[src/rtl/gbus_pkg.sv]
// Shared types and defaults for the global-bus burst controller.
// The round-robin option is selected with the GBUS_ROUND_ROBIN_EN macro.
package gbus_pkg;

    typedef struct packed {
        logic [7:0]  dst;
        logic [7:0]  src;
        logic [15:0] tag;
        logic [31:0] data;
    } BUS_PACKET;

    localparam int BUS_PKT_W = $bits(BUS_PACKET);

    typedef enum logic {
        ARB = 1'b0,
        OWN = 1'b1
    } gbus_ctrl_state_e;

    localparam int GBUS_NUM_REQ   = 8;
    localparam int GBUS_MAX_BURST = 4;

endpackage

[src/rtl/gbus_rr_arbiter.sv]
// Combinational rotating-priority picker: the search starts at ptr and wraps.
// With ptr tied to zero it degenerates to lowest-index-wins.
module gbus_rr_arbiter #(
    parameter int N     = 8,
    parameter int PTR_W = $clog2(N)
) (
    input  logic [N-1:0]     req,
    input  logic [PTR_W-1:0] ptr,
    output logic [N-1:0]     winner
);

    logic [2*N-1:0] req_dbl;
    logic [2*N-1:0] pick_dbl;
    logic [N-1:0]   rotated;
    logic [N-1:0]   pick;

    // Doubling the vector turns a modulo-N rotate into a plain shift.
    assign req_dbl  = {req, req} >> ptr;
    assign rotated  = req_dbl[N-1:0];
    assign pick     = rotated & (~rotated + N'(1));
    assign pick_dbl = {pick, pick} << ptr;
    assign winner   = pick_dbl[2*N-1:N];

endmodule

[src/rtl/gbus_burst_controller.sv]
// Arbitrates NUM_REQ requesters onto one global bus with bursts of up to MAX_BURST beats.
// Define GBUS_ROUND_ROBIN_EN for round-robin priority; otherwise the lowest index wins.
module gbus_burst_controller
    import gbus_pkg::*;
#(
    parameter int NUM_REQ   = GBUS_NUM_REQ,
    parameter int PKT_W     = BUS_PKT_W,
    parameter int MAX_BURST = GBUS_MAX_BURST
) (
    input  logic                     clk,
    input  logic                     rst_n,
    input  logic [NUM_REQ-1:0]       bus_req_array,
    input  logic [NUM_REQ-1:0]       bus_last_array,
    input  logic [NUM_REQ*PKT_W-1:0] in_bus_packet_array,
    output logic [NUM_REQ-1:0]       bus_grant_array,
    output logic                     bus_accept,
    output logic [PKT_W-1:0]         bus_packet,
    output logic                     bus_packet_vld,
    input  logic                     bus_ready
);

    localparam int PTR_W = $clog2(NUM_REQ);
    localparam int CNT_W = $clog2(MAX_BURST + 1);

    gbus_ctrl_state_e   state_q, state_d;
    logic [CNT_W-1:0]   beat_cnt_q;
    logic [NUM_REQ-1:0] grant_q;
    logic [PKT_W-1:0]   pkt_q;
    logic               vld_q;

    logic [NUM_REQ-1:0] winner;
    logic [PTR_W-1:0]   arb_ptr;
    logic [PTR_W-1:0]   owner_idx;
    logic [PKT_W-1:0]   owner_pkt;
    logic               owner_req;
    logic               owner_last;
    logic               any_req;
    logic               accept;
    logic               release_bus;
    logic               load_grant;

    // Owner decode; non-owner last/packet inputs never reach the datapath.
    always_comb begin
        // NOTE: every variable gets a default first so no path leaves it unassigned (no latch).
        owner_idx = '0;
        owner_pkt = '0;
        for (int i = 0; i < NUM_REQ; i++) begin
            if (grant_q[i]) begin
                owner_idx = PTR_W'(i);
                owner_pkt = in_bus_packet_array[i*PKT_W +: PKT_W];
            end
        end
    end

    assign owner_req  = |(grant_q & bus_req_array);
    assign owner_last = |(grant_q & bus_last_array);
    assign any_req    = |bus_req_array;

    gbus_rr_arbiter #(
        .N     (NUM_REQ),
        .PTR_W (PTR_W)
    ) u_arbiter (
        .req    (bus_req_array),
        .ptr    (arb_ptr),
        .winner (winner)
    );

    // FSM state register
    always_ff @(posedge clk) begin
        // NOTE: sequential state uses non-blocking assignments so all registers update together.
        if (!rst_n) begin
            state_q <= ARB;
        end else begin
            state_q <= state_d;
        end
    end

    // FSM next-state
    always_comb begin
        state_d = state_q;
        unique case (state_q)
            ARB: if (any_req) state_d = OWN;
            OWN: if (release_bus) state_d = ARB;
            default: state_d = ARB;
        endcase
    end

    // FSM outputs: accept, release and grant load
    always_comb begin
        accept      = 1'b0;
        release_bus = 1'b0;
        load_grant  = 1'b0;
        unique case (state_q)
            ARB: load_grant = any_req;
            OWN: begin
                accept      = owner_req & (~vld_q | bus_ready);
                release_bus = ~owner_req
                            | (accept & (owner_last | (beat_cnt_q == CNT_W'(MAX_BURST - 1))));
            end
            default: ;
        endcase
    end

    assign bus_accept = accept;

    // Grant, beat counter and single-stage output register
    always_ff @(posedge clk) begin
        if (!rst_n) begin
            grant_q    <= '0;
            beat_cnt_q <= '0;
            pkt_q      <= '0;
            vld_q      <= 1'b0;
        end else begin
            if (load_grant) begin
                grant_q    <= winner;
                beat_cnt_q <= '0;
            end else if (release_bus) begin
                grant_q    <= '0;
                beat_cnt_q <= '0;
            end else if (accept) begin
                beat_cnt_q <= beat_cnt_q + CNT_W'(1);
            end

            // A drain and an accept in the same cycle keep vld high: no bubble.
            if (accept) begin
                pkt_q <= owner_pkt;
                vld_q <= 1'b1;
            end else if (bus_ready) begin
                vld_q <= 1'b0;
            end
        end
    end

`ifdef GBUS_ROUND_ROBIN_EN
    logic [PTR_W-1:0] ptr_q;
    logic [PTR_W-1:0] ptr_next;

    assign ptr_next = (owner_idx == PTR_W'(NUM_REQ - 1)) ? '0 : owner_idx + PTR_W'(1);

    always_ff @(posedge clk) begin
        if (!rst_n) begin
            ptr_q <= '0;
        end else if (release_bus) begin
            ptr_q <= ptr_next;
        end
    end

    assign arb_ptr = ptr_q;
`else
    assign arb_ptr = '0;
`endif

    assign bus_grant_array = grant_q;
    assign bus_packet      = pkt_q;
    assign bus_packet_vld  = vld_q;

endmodule

[config.mk]
export PLATFORM = sky130hd
export DESIGN_NAME = gbus_burst_controller
export DESIGN_NICKNAME = d
export VERILOG_FILES = /design/src/rtl/gbus_pkg.sv /design/src/rtl/gbus_rr_arbiter.sv /design/src/rtl/gbus_burst_controller.sv
export SDC_FILE = /design/constraint.sdc
export NUM_CORES = 1
export LEC_CHECK = 0
export CAP_MARGIN = 0
export CORE_AREA = 2 2 238 240
export CTS_BUF_LIST = sky130_fd_sc_hd__clkbuf_8
export CTS_CLUSTER_DIAMETER = 150
export DETAILED_ROUTE_END_ITERATION = 7
export DIE_AREA = 0 0 240 242
export DONT_BUFFER_PORTS = 1
export PLACE_DENSITY = 0.3
export SYNTH_ARGS = -nofsm -noshare
export SYNTH_HDL_FRONTEND = slang
export SYNTH_SLANG_ARGS = --single-unit
[constraint.sdc]
create_clock -name clk -period 3.9 [get_ports clk]
set_input_delay 0.39 -clock clk [delete_from_list [all_inputs] [get_ports clk]]
set_output_delay 0.39 -clock clk [all_outputs]
set_load 0.1 [all_outputs]
==> run_summary.xml, run 1 <==
<?xml version="1.0" encoding="UTF-8"?>
<metrics>
  <group name="clock_tree">
    <metric name="cts.htree.levels" unit="">3</metric>
    <metric name="ctsLongestPathBuffers" unit="">2</metric>
    <metric name="post-cts-setup-buffers" unit="">0</metric>
    <metric name="numCtsBuffers" unit="">9</metric>
    <metric name="worst_skew_pair.late_latency" unit="ns">0.45</metric>
    <metric name="cts.sinks" unit="">77</metric>
    <metric name="cts_tree" unit="">yes</metric>
    <metric name="cts.root.buffer_cell" unit="">clkbuf_8</metric>
    <metric name="clk_pin_slew_worst_paths" unit="ns">0.12</metric>
  </group>
  <group name="setup_path">
    <metric name="crit_fanout" unit="">37</metric>
    <metric name="critical_path.startpoint_type" unit="">register</metric>
    <metric name="worstSetupPathType" unit="">reg -&gt; reg</metric>
    <metric name="rr_worst_depth" unit="">6</metric>
    <metric name="timing.critical_path.cells" unit="">buf_4 &gt; a222oi_1 &gt; nand3_1 &gt; o21ai_1 &gt; a21oi_2 &gt; o32ai_1</metric>
    <metric name="slowest_stage" unit="">dfxtp_4</metric>
    <metric name="cp.depth" unit="">6</metric>
    <metric name="timing.critical_path.max_delay_family" unit="">compound AO/OA/AOI/OAI gates</metric>
    <metric name="critPathMaxStageDelay" unit="ns">0.69</metric>
    <metric name="critical_path_required" unit="ns">4.21</metric>
    <metric name="worst_ep_arrival_time" unit="ns">3.02</metric>
    <metric name="critical_path_buf_inv_count" unit="">1</metric>
    <metric name="timing.critical_path.to_type" unit="">register</metric>
  </group>
  <group name="detailed_routing">
    <metric name="route.detailed.wl_per_inst" unit="um">23.9</metric>
    <metric name="detail_route.drc_violations" unit="">0</metric>
    <metric name="routed-via-count" unit="">8054</metric>
    <metric name="drtIter0Drc" unit="">416</metric>
    <metric name="drt-total-wl" unit="um">41000</metric>
    <metric name="antenna_violating_nets_post_route" unit="">0</metric>
    <metric name="firstDrtPassIters" unit="">6</metric>
    <metric name="via_per_inst" unit="">4.70</metric>
  </group>
  <group name="layout">
    <metric name="areaGrowthSynthToFinish" unit="%">11.3</metric>
    <metric name="area.sequential" unit="um^2">1560</metric>
    <metric name="fraction_of_final_layout_cells_sized_beyond_drive_strength_1" unit="%">16.4</metric>
    <metric name="mostFrequentLayoutCell" unit="">nand2_1</metric>
    <metric name="final_net_count" unit="">1481</metric>
    <metric name="final_core_utilization" unit="%">14.9</metric>
    <metric name="multiInputGateArea" unit="um^2">4840</metric>
    <metric name="fillers" unit="">6466</metric>
    <metric name="layout_common_cells" unit="">nand2_1 (196), inv_1 (136), a21oi_1 (130)</metric>
  </group>
  <group name="sta">
    <metric name="slew_headroom" unit="%">23.9</metric>
    <metric name="total_negative_setup_slack" unit="ns">0</metric>
    <metric name="min_period" unit="ns">2.71</metric>
    <metric name="whs" unit="ns">0.0817</metric>
    <metric name="maxClockFrequency" unit="GHz">0.369</metric>
    <metric name="finalWorstSetupSlack" unit="ns">1.19</metric>
    <metric name="slew_viol_final" unit="">0</metric>
    <metric name="fin_crit_sh" unit="%">69.5</metric>
    <metric name="setup-violations-final" unit="">0</metric>
    <metric name="worst_pin_slew" unit="ns">1.14</metric>
    <metric name="timing.clock.skew" unit="ns">0.0295</metric>
    <metric name="hold_viol" unit="">0</metric>
    <metric name="rsz0062_at_grt" unit="">no</metric>
  </group>
  <group name="global_route">
    <metric name="first_pass_grt_wire_length" unit="um">55900</metric>
    <metric name="grt.met2_usage" unit="%">23.3</metric>
    <metric name="initial_antenna_violation_count" unit="">6</metric>
    <metric name="grt_usage" unit="%">13.3</metric>
    <metric name="maximum_number_of_pins_on_one_net_before_global_route_repair" unit="">70</metric>
    <metric name="grt_most_used_layer" unit="">met2</metric>
    <metric name="grt.overflow.total" unit="">0</metric>
    <metric name="vias_in_the_first_global_route" unit="">7996</metric>
    <metric name="globalRouteMet3Util" unit="%">3.19</metric>
    <metric name="globalRouteMet1Util" unit="%">15.2</metric>
  </group>
  <group name="synthesis">
    <metric name="post_synth_instance_area" unit="um^2">7470</metric>
    <metric name="synth-edff-count" unit="">0</metric>
    <metric name="postSynthNetCount" unit="">1556</metric>
    <metric name="synthFlopType" unit="">dfxtp_1</metric>
    <metric name="yosysWarningCount" unit="">0</metric>
    <metric name="synth_cell_types" unit="">40</metric>
    <metric name="syn-mean-instance-area" unit="um^2">7.30</metric>
    <metric name="netlist_instances" unit="">1023</metric>
    <metric name="synth-seq-area-share" unit="%">20.6</metric>
    <metric name="fraction_of_registers_with_async_set_reset" unit="%">0</metric>
    <metric name="synth_seq_cells" unit="">77</metric>
  </group>
  <group name="place">
    <metric name="port-buffer-count" unit="">0</metric>
    <metric name="post_detailed_placement_half_perimeter_wirelength" unit="um">30900</metric>
    <metric name="post_placement_worst_setup_slack" unit="ns">1.18</metric>
    <metric name="place_congestion" unit="">0.812</metric>
  </group>
  <group name="power_and_ir_drop">
    <metric name="max-vdd-ir-drop" unit="uV">154</metric>
    <metric name="power_density" unit="nW/um^2">260</metric>
    <metric name="power.static_leakage" unit="nW">2.67</metric>
    <metric name="design_power_total" unit="W">0.00216</metric>
  </group>
  <group name="worst_hold_path">
    <metric name="worst_hold_path.num_cells" unit="">1</metric>
    <metric name="min-delay-path-class" unit="">in -&gt; reg</metric>
  </group>
  <group name="floorplanning">
    <metric name="die_w" unit="um">240</metric>
    <metric name="rows" unit="">87</metric>
    <metric name="top_level_ports" unit="">605</metric>
    <metric name="fp.coreArea" unit="um^2">55700</metric>
    <metric name="dieArea" unit="um^2">58100</metric>
    <metric name="initial_core_util" unit="%">13.4</metric>
    <metric name="die_y" unit="um">242</metric>
  </group>
  <group name="status">
    <metric name="outcome" unit="">finished, final reports clean</metric>
  </group>
  <group name="run">
    <metric name="cap_violations" unit="">0</metric>
  </group>
</metrics>
per-stage QoR:
| stage | instance area, um^2 | instances |
|---|---|---|
| 3_3_place_gp | 8100 | 1690 |
| 6_report | 8310 | 1713 |
| 3_5_place_dp | 8100 | 1690 |
| 4_1_cts | 8300 | 1709 |
| 2_1_floorplan | 7470 | 1023 |
| 5_1_grt | 8310 | 1712 |
cells in the mapped netlist (all sizes together), types with 2 or more instances:
cell type  number  area share (%)
inv           137             6.9
ha              2            0.33
nand2         196             9.8
o22ai           2            0.17
nor3            3            0.35
dfxtp          77              21
nor2b           3            0.25
a22oi           6            0.60
nand2b          2            0.17
o221a          64             9.6
a21oi         131             8.8
and3            2            0.17
a221oi        128              20
nor2            8            0.40
buf            63             5.3
clkbuf         48             2.4
a211o          64             7.5
o21ai          71             4.8
nand3           4            0.44
or3             2            0.17
routing by layer:
layer | wire length (um) | up-vias
met4 | 1160 | 2
met5 | 9 | -
met2 | 20600 | 443
li1 | - | 3645
met3 | 2900 | 49
met1 | 16300 | 3915
cells by family after synthesis:
family,after synthesis,synth area share (%)
buffers and inverters,249,14.7
flip-flops,77,20.6
AO/OA/AOI/OAI,471,52.1
multiplexers,1,0.134
AND/OR/NAND/NOR,222,12.0
XOR/XNOR,1,0.117
adder cells (fa/ha/maj),2,0.335
registers in the layout, indices dropped and copies added, names as in the netlist:
| signal | count |
|---|---|
| bus_grant_array | 8 |
| bus_packet | 64 |
| state_q | 1 |
| beat_cnt_q | 3 |
| bus_packet_vld | 1 |
final timing paths:
path,startpoint,to,slack [ns]
max,bus_grant_array[1],bus_grant_array[4],1.19
min,rst_n,bus_packet_vld,0.08
max reg2reg,bus_grant_array[1],bus_grant_array[4],1.19
min reg2reg,beat_cnt_q[2],beat_cnt_q[2],0.50
cell type report:
type	count	share of cell area, %
clock inverter	7	0.587
inverter	138	6.25
clock buffer	9	1.49
tap	756	11.4
sequential	77	18.8
timing repair buffer	25	3.10
antenna	4	0.120
multi-input combinational	697	58.3
what timing repair did:
item / 4_1_cts / 5_1_grt
resized for setup: 0 / 0
hold buffers: 3 / 0
hold endpoints to repair: 3 / 0
power by group:
part	total, W	switching [W]	internal, W
Clock	0.000649	0.000416	0.000233
Sequential	0.00110	0.000284	0.000818
Combinational	0.000412	0.000223	0.000189
No activity file was read; power rests on OpenSTA's default activity.
==> run 2, diff against run 1 <==
clock period = 2.37 ns   (was 3.9 ns; I/O delays follow)
==> run_summary.xml, run 2 (same netlist as run 1, synthesis figures left out) <==
<?xml version="1.0" encoding="UTF-8"?>
<metrics>
  <group name="layout">
    <metric name="fraction_of_final_layout_cells_sized_beyond_drive_strength_1" unit="%">22.6</metric>
    <metric name="mostFrequentLayoutCell" unit="">nand2_1</metric>
    <metric name="layout_common_cells" unit="">nand2_1 (196), inv_1 (136), a21oi_1 (130)</metric>
    <metric name="final_net_count" unit="">1568</metric>
    <metric name="largest_register_ffs" unit="">64</metric>
    <metric name="fin_cells" unit="">1800</metric>
    <metric name="areaGrowthSynthToFinish" unit="%">23.0</metric>
  </group>
  <group name="sta">
    <metric name="setup-violations-final" unit="">0</metric>
    <metric name="rsz0062_at_grt" unit="">no</metric>
    <metric name="hold_viol" unit="">0</metric>
    <metric name="fin_crit_sh" unit="%">90.7</metric>
    <metric name="maxClockFrequency" unit="GHz">0.465</metric>
    <metric name="whs" unit="ns">0.0788</metric>
    <metric name="finalWorstSetupSlack" unit="ns">0.221</metric>
    <metric name="worst_pin_slew" unit="ns">0.555</metric>
    <metric name="min_period" unit="ns">2.15</metric>
    <metric name="total_negative_setup_slack" unit="ns">0</metric>
    <metric name="slew_viol_final" unit="">0</metric>
    <metric name="timing.clock.skew" unit="ns">0.0126</metric>
    <metric name="slew_headroom" unit="%">63.0</metric>
  </group>
  <group name="setup_path">
    <metric name="critical_path.reg2reg.startpoint" unit="">bus_grant_array[0]</metric>
    <metric name="timing.critical_path.to_type" unit="">primary output</metric>
    <metric name="worst_ep_arrival_time" unit="ns">1.91</metric>
    <metric name="worstSetupPathType" unit="">reg -&gt; out</metric>
    <metric name="startpoint" unit="">bus_grant_array[6]</metric>
    <metric name="rr_worst_depth" unit="">6</metric>
    <metric name="critical_path_required" unit="ns">2.13</metric>
    <metric name="critical_path.startpoint_type" unit="">register</metric>
    <metric name="crit_fanout" unit="">17</metric>
    <metric name="destination_of_the_worst_register_to_register_timing_path" unit="">bus_packet[26]</metric>
    <metric name="reg2reg_setup_slack" unit="ns">0.37</metric>
    <metric name="timing.critical_path.to" unit="">bus_accept</metric>
  </group>
  <group name="detailed_routing">
    <metric name="antenna_violating_nets_post_route" unit="">0</metric>
    <metric name="drtIter0Drc" unit="">500</metric>
    <metric name="routed-via-count" unit="">8236</metric>
    <metric name="firstDrtPassIters" unit="">5</metric>
    <metric name="via_per_inst" unit="">4.58</metric>
    <metric name="route.detailed.wl_per_inst" unit="um">22.8</metric>
    <metric name="detail_route.drc_violations" unit="">0</metric>
    <metric name="drt-total-wl" unit="um">41000</metric>
  </group>
  <group name="floorplanning">
    <metric name="top_level_ports" unit="">605</metric>
    <metric name="rows" unit="">87</metric>
    <metric name="die_w" unit="um">240</metric>
    <metric name="die_y" unit="um">242</metric>
    <metric name="initial_core_util" unit="%">13.4</metric>
    <metric name="fp.coreArea" unit="um^2">55700</metric>
    <metric name="dieArea" unit="um^2">58100</metric>
  </group>
  <group name="place">
    <metric name="dp.cells" unit="">1768</metric>
    <metric name="place_congestion" unit="">0.834</metric>
    <metric name="port-buffer-count" unit="">0</metric>
    <metric name="post_placement_worst_setup_slack" unit="ns">0.366</metric>
    <metric name="post_detailed_placement_half_perimeter_wirelength" unit="um">31900</metric>
  </group>
  <group name="global_route">
    <metric name="maximum_number_of_pins_on_one_net_before_global_route_repair" unit="">70</metric>
    <metric name="grt.overflow.total" unit="">0</metric>
    <metric name="grt_usage" unit="%">13.3</metric>
    <metric name="vias_in_the_first_global_route" unit="">8214</metric>
    <metric name="initial_antenna_violation_count" unit="">5</metric>
    <metric name="first_pass_grt_wire_length" unit="um">56200</metric>
  </group>
  <group name="clock_tree">
    <metric name="cts.sinks" unit="">77</metric>
    <metric name="clk_pin_slew_worst_paths" unit="ns">0.10</metric>
    <metric name="cts.root.buffer_cell" unit="">clkbuf_8</metric>
    <metric name="cts.htree.levels" unit="">3</metric>
    <metric name="ctsLongestPathBuffers" unit="">2</metric>
    <metric name="worst_skew_pair.late_latency" unit="ns">0.42</metric>
    <metric name="cts_tree" unit="">yes</metric>
    <metric name="numCtsBuffers" unit="">9</metric>
  </group>
  <group name="status">
    <metric name="outcome" unit="">finished, final reports clean</metric>
  </group>
  <group name="power_and_ir_drop">
    <metric name="power_density" unit="nW/um^2">446</metric>
    <metric name="power.static_leakage" unit="nW">3.19</metric>
    <metric name="max-vdd-ir-drop" unit="uV">309</metric>
  </group>
  <group name="worst_hold_path">
    <metric name="min-delay-path-class" unit="">in -&gt; reg</metric>
    <metric name="worst_hold_path.num_cells" unit="">3</metric>
  </group>
  <group name="run">
    <metric name="cap_violations" unit="">0</metric>
  </group>
</metrics>
==> run 2: changes by cell type in the layout (fill, tap and decap cells not counted) <==
cell	before	now
clkinv_4	1	0
buf_16	0	1
buf_4	17	88
bufinv_16	0	4
clkinv_2	4	1
dlygate4sd3_1	3	11
buf_12	5	12
==> run 2: final cells by class <==
| cell class | count | area (um^2) |
|---|---|---|
| diodes | 4 | 10.0 |
| clock buffers | 9 | 124 |
| clock inverters | 7 | 145 |
| fillers | 6475 | 46500 |
| inverters | 138 | 519 |
| multi-input cells | 697 | 4840 |
| flip-flops and latches | 77 | 1560 |
| well taps | 756 | 946 |
| repair buffers | 112 | 1040 |
==> run 2: per-layer routing <==
metal | track usage (%) | share of wire [%] | up-vias
met5 | 0 | 0.032 | -
met4 | 4.77 | 2.9 | 2
li1 | - | - | 3818
met1 | 15.3 | 40 | 3961
met3 | 3.81 | 7.1 | 46
met2 | 23.4 | 50 | 409
==> run 2: worst min-delay path by stage <==
stage	start	end	slack, ns
2_1_floorplan	bus_req_array[0]	bus_grant_array[0]	0.35
3_3_place_gp	bus_req_array[3]	bus_grant_array[4]	0.35
3_5_place_dp	bus_req_array[3]	bus_grant_array[4]	0.35
4_1_cts	bus_req_array[7]	bus_grant_array[6]	0.001
5_1_grt	bus_req_array[7]	bus_grant_array[6]	0.03
6_report	bus_req_array[7]	bus_grant_array[6]	0.08
==> run 2: through the flow <==
stage                     instance area (um^2)  power [W]  util [%]
after floorplan                           7470    0.00238         -
after global placement                    8770    0.00260      15.7
after detailed placement                  8770    0.00261      15.7
after CTS                                 9180    0.00423      16.5
after global routing                      9190    0.00433      16.5
final                                     9190    0.00409      16.5
==> run 2: where the power goes <==
group          total (W)  leakage, nW  internal (W)  switching [W]
combinational    0.00124         2.43      0.000396       0.000839
sequential       0.00138        0.630       0.00135      0.0000333
clock            0.00148        0.130      0.000814       0.000665
total            0.00409         3.19       0.00256        0.00154
==> run 2: critical path, stage by stage (launching register included) <==
cell and delay, ns:
dfxtp_4 0.56, a22oi_1 0.11, nand4_1 0.12, and3_4 0.32, buf_4 0.36
==> run 2: repair_timing <==
item                                   in CTS  in global routing
buffers inserted                            0                  0
gates resized for setup                     0                  0
hold buffers                               12                  0
endpoints found under the hold margin      74                  0
==> run 3, diff against run 2 <==
clock period = 2.3 ns   (was 2.37 ns; I/O delays follow)
==> run_summary.xml, run 3 (same netlist as run 1, synthesis figures left out) <==
<?xml version="1.0" encoding="UTF-8"?>
<metrics>
  <group name="floorplanning">
    <metric name="rows" unit="">87</metric>
    <metric name="dieArea" unit="um^2">58100</metric>
    <metric name="fp.coreArea" unit="um^2">55700</metric>
    <metric name="die_y" unit="um">242</metric>
    <metric name="initial_core_util" unit="%">13.4</metric>
    <metric name="die_w" unit="um">240</metric>
    <metric name="top_level_ports" unit="">605</metric>
  </group>
  <group name="sta">
    <metric name="slew_viol_final" unit="">0</metric>
    <metric name="finalWorstSetupSlack" unit="ns">0.140</metric>
    <metric name="timing.clock.skew" unit="ns">0.0239</metric>
    <metric name="slew_headroom" unit="%">60.5</metric>
    <metric name="worst_pin_slew" unit="ns">0.586</metric>
    <metric name="total_negative_setup_slack" unit="ns">0</metric>
    <metric name="setup-violations-final" unit="">0</metric>
    <metric name="maxClockFrequency" unit="GHz">0.463</metric>
    <metric name="fin_crit_sh" unit="%">93.9</metric>
    <metric name="min_period" unit="ns">2.16</metric>
    <metric name="rsz0062_at_grt" unit="">no</metric>
    <metric name="hold_viol" unit="">0</metric>
  </group>
  <group name="layout">
    <metric name="finalInstanceArea" unit="um^2">9320</metric>
    <metric name="mostFrequentLayoutCell" unit="">nand2_1</metric>
    <metric name="largest_register_ffs" unit="">64</metric>
    <metric name="fillers" unit="">6410</metric>
    <metric name="areaGrowthSynthToFinish" unit="%">24.7</metric>
    <metric name="final_net_count" unit="">1576</metric>
    <metric name="layout_common_cells" unit="">nand2_1 (196), inv_1 (136), a21oi_1 (130)</metric>
    <metric name="final_core_utilization" unit="%">16.7</metric>
    <metric name="fraction_of_final_layout_cells_sized_beyond_drive_strength_1" unit="%">22.8</metric>
  </group>
  <group name="clock_tree">
    <metric name="cts.root.buffer_cell" unit="">clkbuf_8</metric>
    <metric name="cts.htree.levels" unit="">3</metric>
    <metric name="cts_tree" unit="">yes</metric>
    <metric name="ctsLongestPathBuffers" unit="">2</metric>
    <metric name="worst_skew_pair.late_latency" unit="ns">0.44</metric>
    <metric name="cts.sinks" unit="">77</metric>
    <metric name="clk_pin_slew_worst_paths" unit="ns">0.12</metric>
    <metric name="numCtsBuffers" unit="">9</metric>
  </group>
  <group name="global_route">
    <metric name="vias_in_the_first_global_route" unit="">8215</metric>
    <metric name="initial_antenna_violation_count" unit="">6</metric>
    <metric name="grt.overflow.total" unit="">0</metric>
    <metric name="maximum_number_of_pins_on_one_net_before_global_route_repair" unit="">72</metric>
    <metric name="grt_usage" unit="%">13.0</metric>
    <metric name="first_pass_grt_wire_length" unit="um">55300</metric>
  </group>
  <group name="run">
    <metric name="cap_violations" unit="">0</metric>
  </group>
  <group name="detailed_routing">
    <metric name="detail_route.drc_violations" unit="">0</metric>
    <metric name="firstDrtPassIters" unit="">5</metric>
    <metric name="drt-total-wl" unit="um">40500</metric>
    <metric name="routed-via-count" unit="">8287</metric>
    <metric name="route.detailed.wl_per_inst" unit="um">22.4</metric>
    <metric name="drtIter0Drc" unit="">396</metric>
    <metric name="antenna_violating_nets_post_route" unit="">0</metric>
    <metric name="via_per_inst" unit="">4.58</metric>
  </group>
  <group name="setup_path">
    <metric name="critical_path.startpoint_type" unit="">register</metric>
    <metric name="reg2reg_setup_slack" unit="ns">0.26</metric>
    <metric name="crit_fanout" unit="">36</metric>
    <metric name="worstSetupPathType" unit="">reg -&gt; out</metric>
    <metric name="timing.critical_path.to_type" unit="">primary output</metric>
    <metric name="critical_path_required" unit="ns">2.07</metric>
    <metric name="worst_ep_arrival_time" unit="ns">1.93</metric>
  </group>
  <group name="place">
    <metric name="post_detailed_placement_half_perimeter_wirelength" unit="um">30400</metric>
    <metric name="place_congestion" unit="">0.832</metric>
    <metric name="post_placement_worst_setup_slack" unit="ns">0.197</metric>
    <metric name="port-buffer-count" unit="">0</metric>
    <metric name="placed_cell_area" unit="um^2">8830</metric>
  </group>
  <group name="power_and_ir_drop">
    <metric name="max-vdd-ir-drop" unit="uV">318</metric>
    <metric name="power.static_leakage" unit="nW">3.24</metric>
    <metric name="seq_power_share" unit="%">35.0</metric>
    <metric name="switching_share" unit="%">39.8</metric>
    <metric name="design_power_total" unit="W">0.00406</metric>
    <metric name="combinationalPowerShare" unit="%">32.2</metric>
    <metric name="p_int" unit="W">0.00244</metric>
    <metric name="p_clk_share" unit="%">32.8</metric>
    <metric name="power.net_switching" unit="W">0.00161</metric>
    <metric name="power_density" unit="nW/um^2">435</metric>
  </group>
  <group name="status">
    <metric name="outcome" unit="">finished, final reports clean</metric>
  </group>
  <group name="worst_hold_path">
    <metric name="min-delay-path-class" unit="">in -&gt; reg</metric>
  </group>
</metrics>
==> run 3: changes by cell type in the layout (fill, tap and decap cells not counted), sizes merged <==
cell | before | now
clkbuf | 9 | 10
dlygate4sd3 | 11 | 16
clkinvlp | 1 | 0
bufinv | 4 | 2
inv | 139 | 140
clkinv | 1 | 3
buf | 101 | 103
diode | 4 | 6
==> run 3: layout make-up <==
cell class	instances	area [um^2]	share of cell area, %
tap	756	946	10.2
sequential	77	1570	16.8
inverter	138	519	5.57
timing repair buffer	120	1200	12.9
clock inverter	7	104	1.11
multi-input combinational	697	4840	52.0
antenna	6	15.0	0.161
clock buffer	9	124	1.33
==> run 3: metal layers <==
| metal | share of wire [%] | vias up | wire [um] | global-route usage [%] |
|---|---|---|---|---|
| li1 | - | 3845 | - | - |
| met1 | 40 | 3950 | 16100 | 14.4 |
| met2 | 50 | 445 | 20300 | 23.0 |
| met3 | 7.0 | 47 | 2830 | 3.66 |
| met4 | 3.2 | 0 | 1310 | 5.13 |
| met5 | 0 | - | 0 | 0 |
==> run 3: final timing paths <==
path	start	endpoint	cells past startpoint
min reg2reg	beat_cnt_q[2]	beat_cnt_q[2]	2
max reg2reg	bus_grant_array[5]	bus_packet[27]	6
max	bus_grant_array[4]	bus_accept	5
min	bus_req_array[7]	bus_grant_array[6]	3
==> run 3: what timing repair did <==
| action | in CTS | in global routing |
|---|---|---|
| setup endpoints to repair | 1 | 1 |
| gates resized for setup | 0 | 1 |
| gates cloned | 0 | 1 |
| hold buffers | 17 | 0 |
| buffers inserted | 3 | 0 |
| hold endpoints to repair | 74 | 0 |
==> run 3: worst max-delay path, stage by stage, from the launching register on <==
cell,delay (ns)
dfxtp_4,0.39
a22oi_1,0.24
nand4_1,0.18
and3_4,0.28
buf_16,0.18
buf_12,0.19
==> run 3: metrics by stage <==
step,hold WS (ns),instances
after global placement,0.343,1767
final,0.0590,1810
after floorplan,0.339,1023
after CTS,0.0000439,1803
after detailed placement,0.353,1767
after global routing,0.0149,1810
==> run 3: power groups by stage <==
| stage | logic (W) | registers [W] | clock network [W] |
|---|---|---|---|
| 4_1_cts | 0.00130 | 0.00142 | 0.00145 |
| 5_1_grt | 0.00138 | 0.00143 | 0.00148 |
| 6_report | 0.00131 | 0.00142 | 0.00133 |
| 3_3_place_gp | 0.00124 | 0.00145 | 0 |
| 3_5_place_dp | 0.00125 | 0.00145 | 0 |
| 2_1_floorplan | 0.000565 | 0.00189 | 0 |
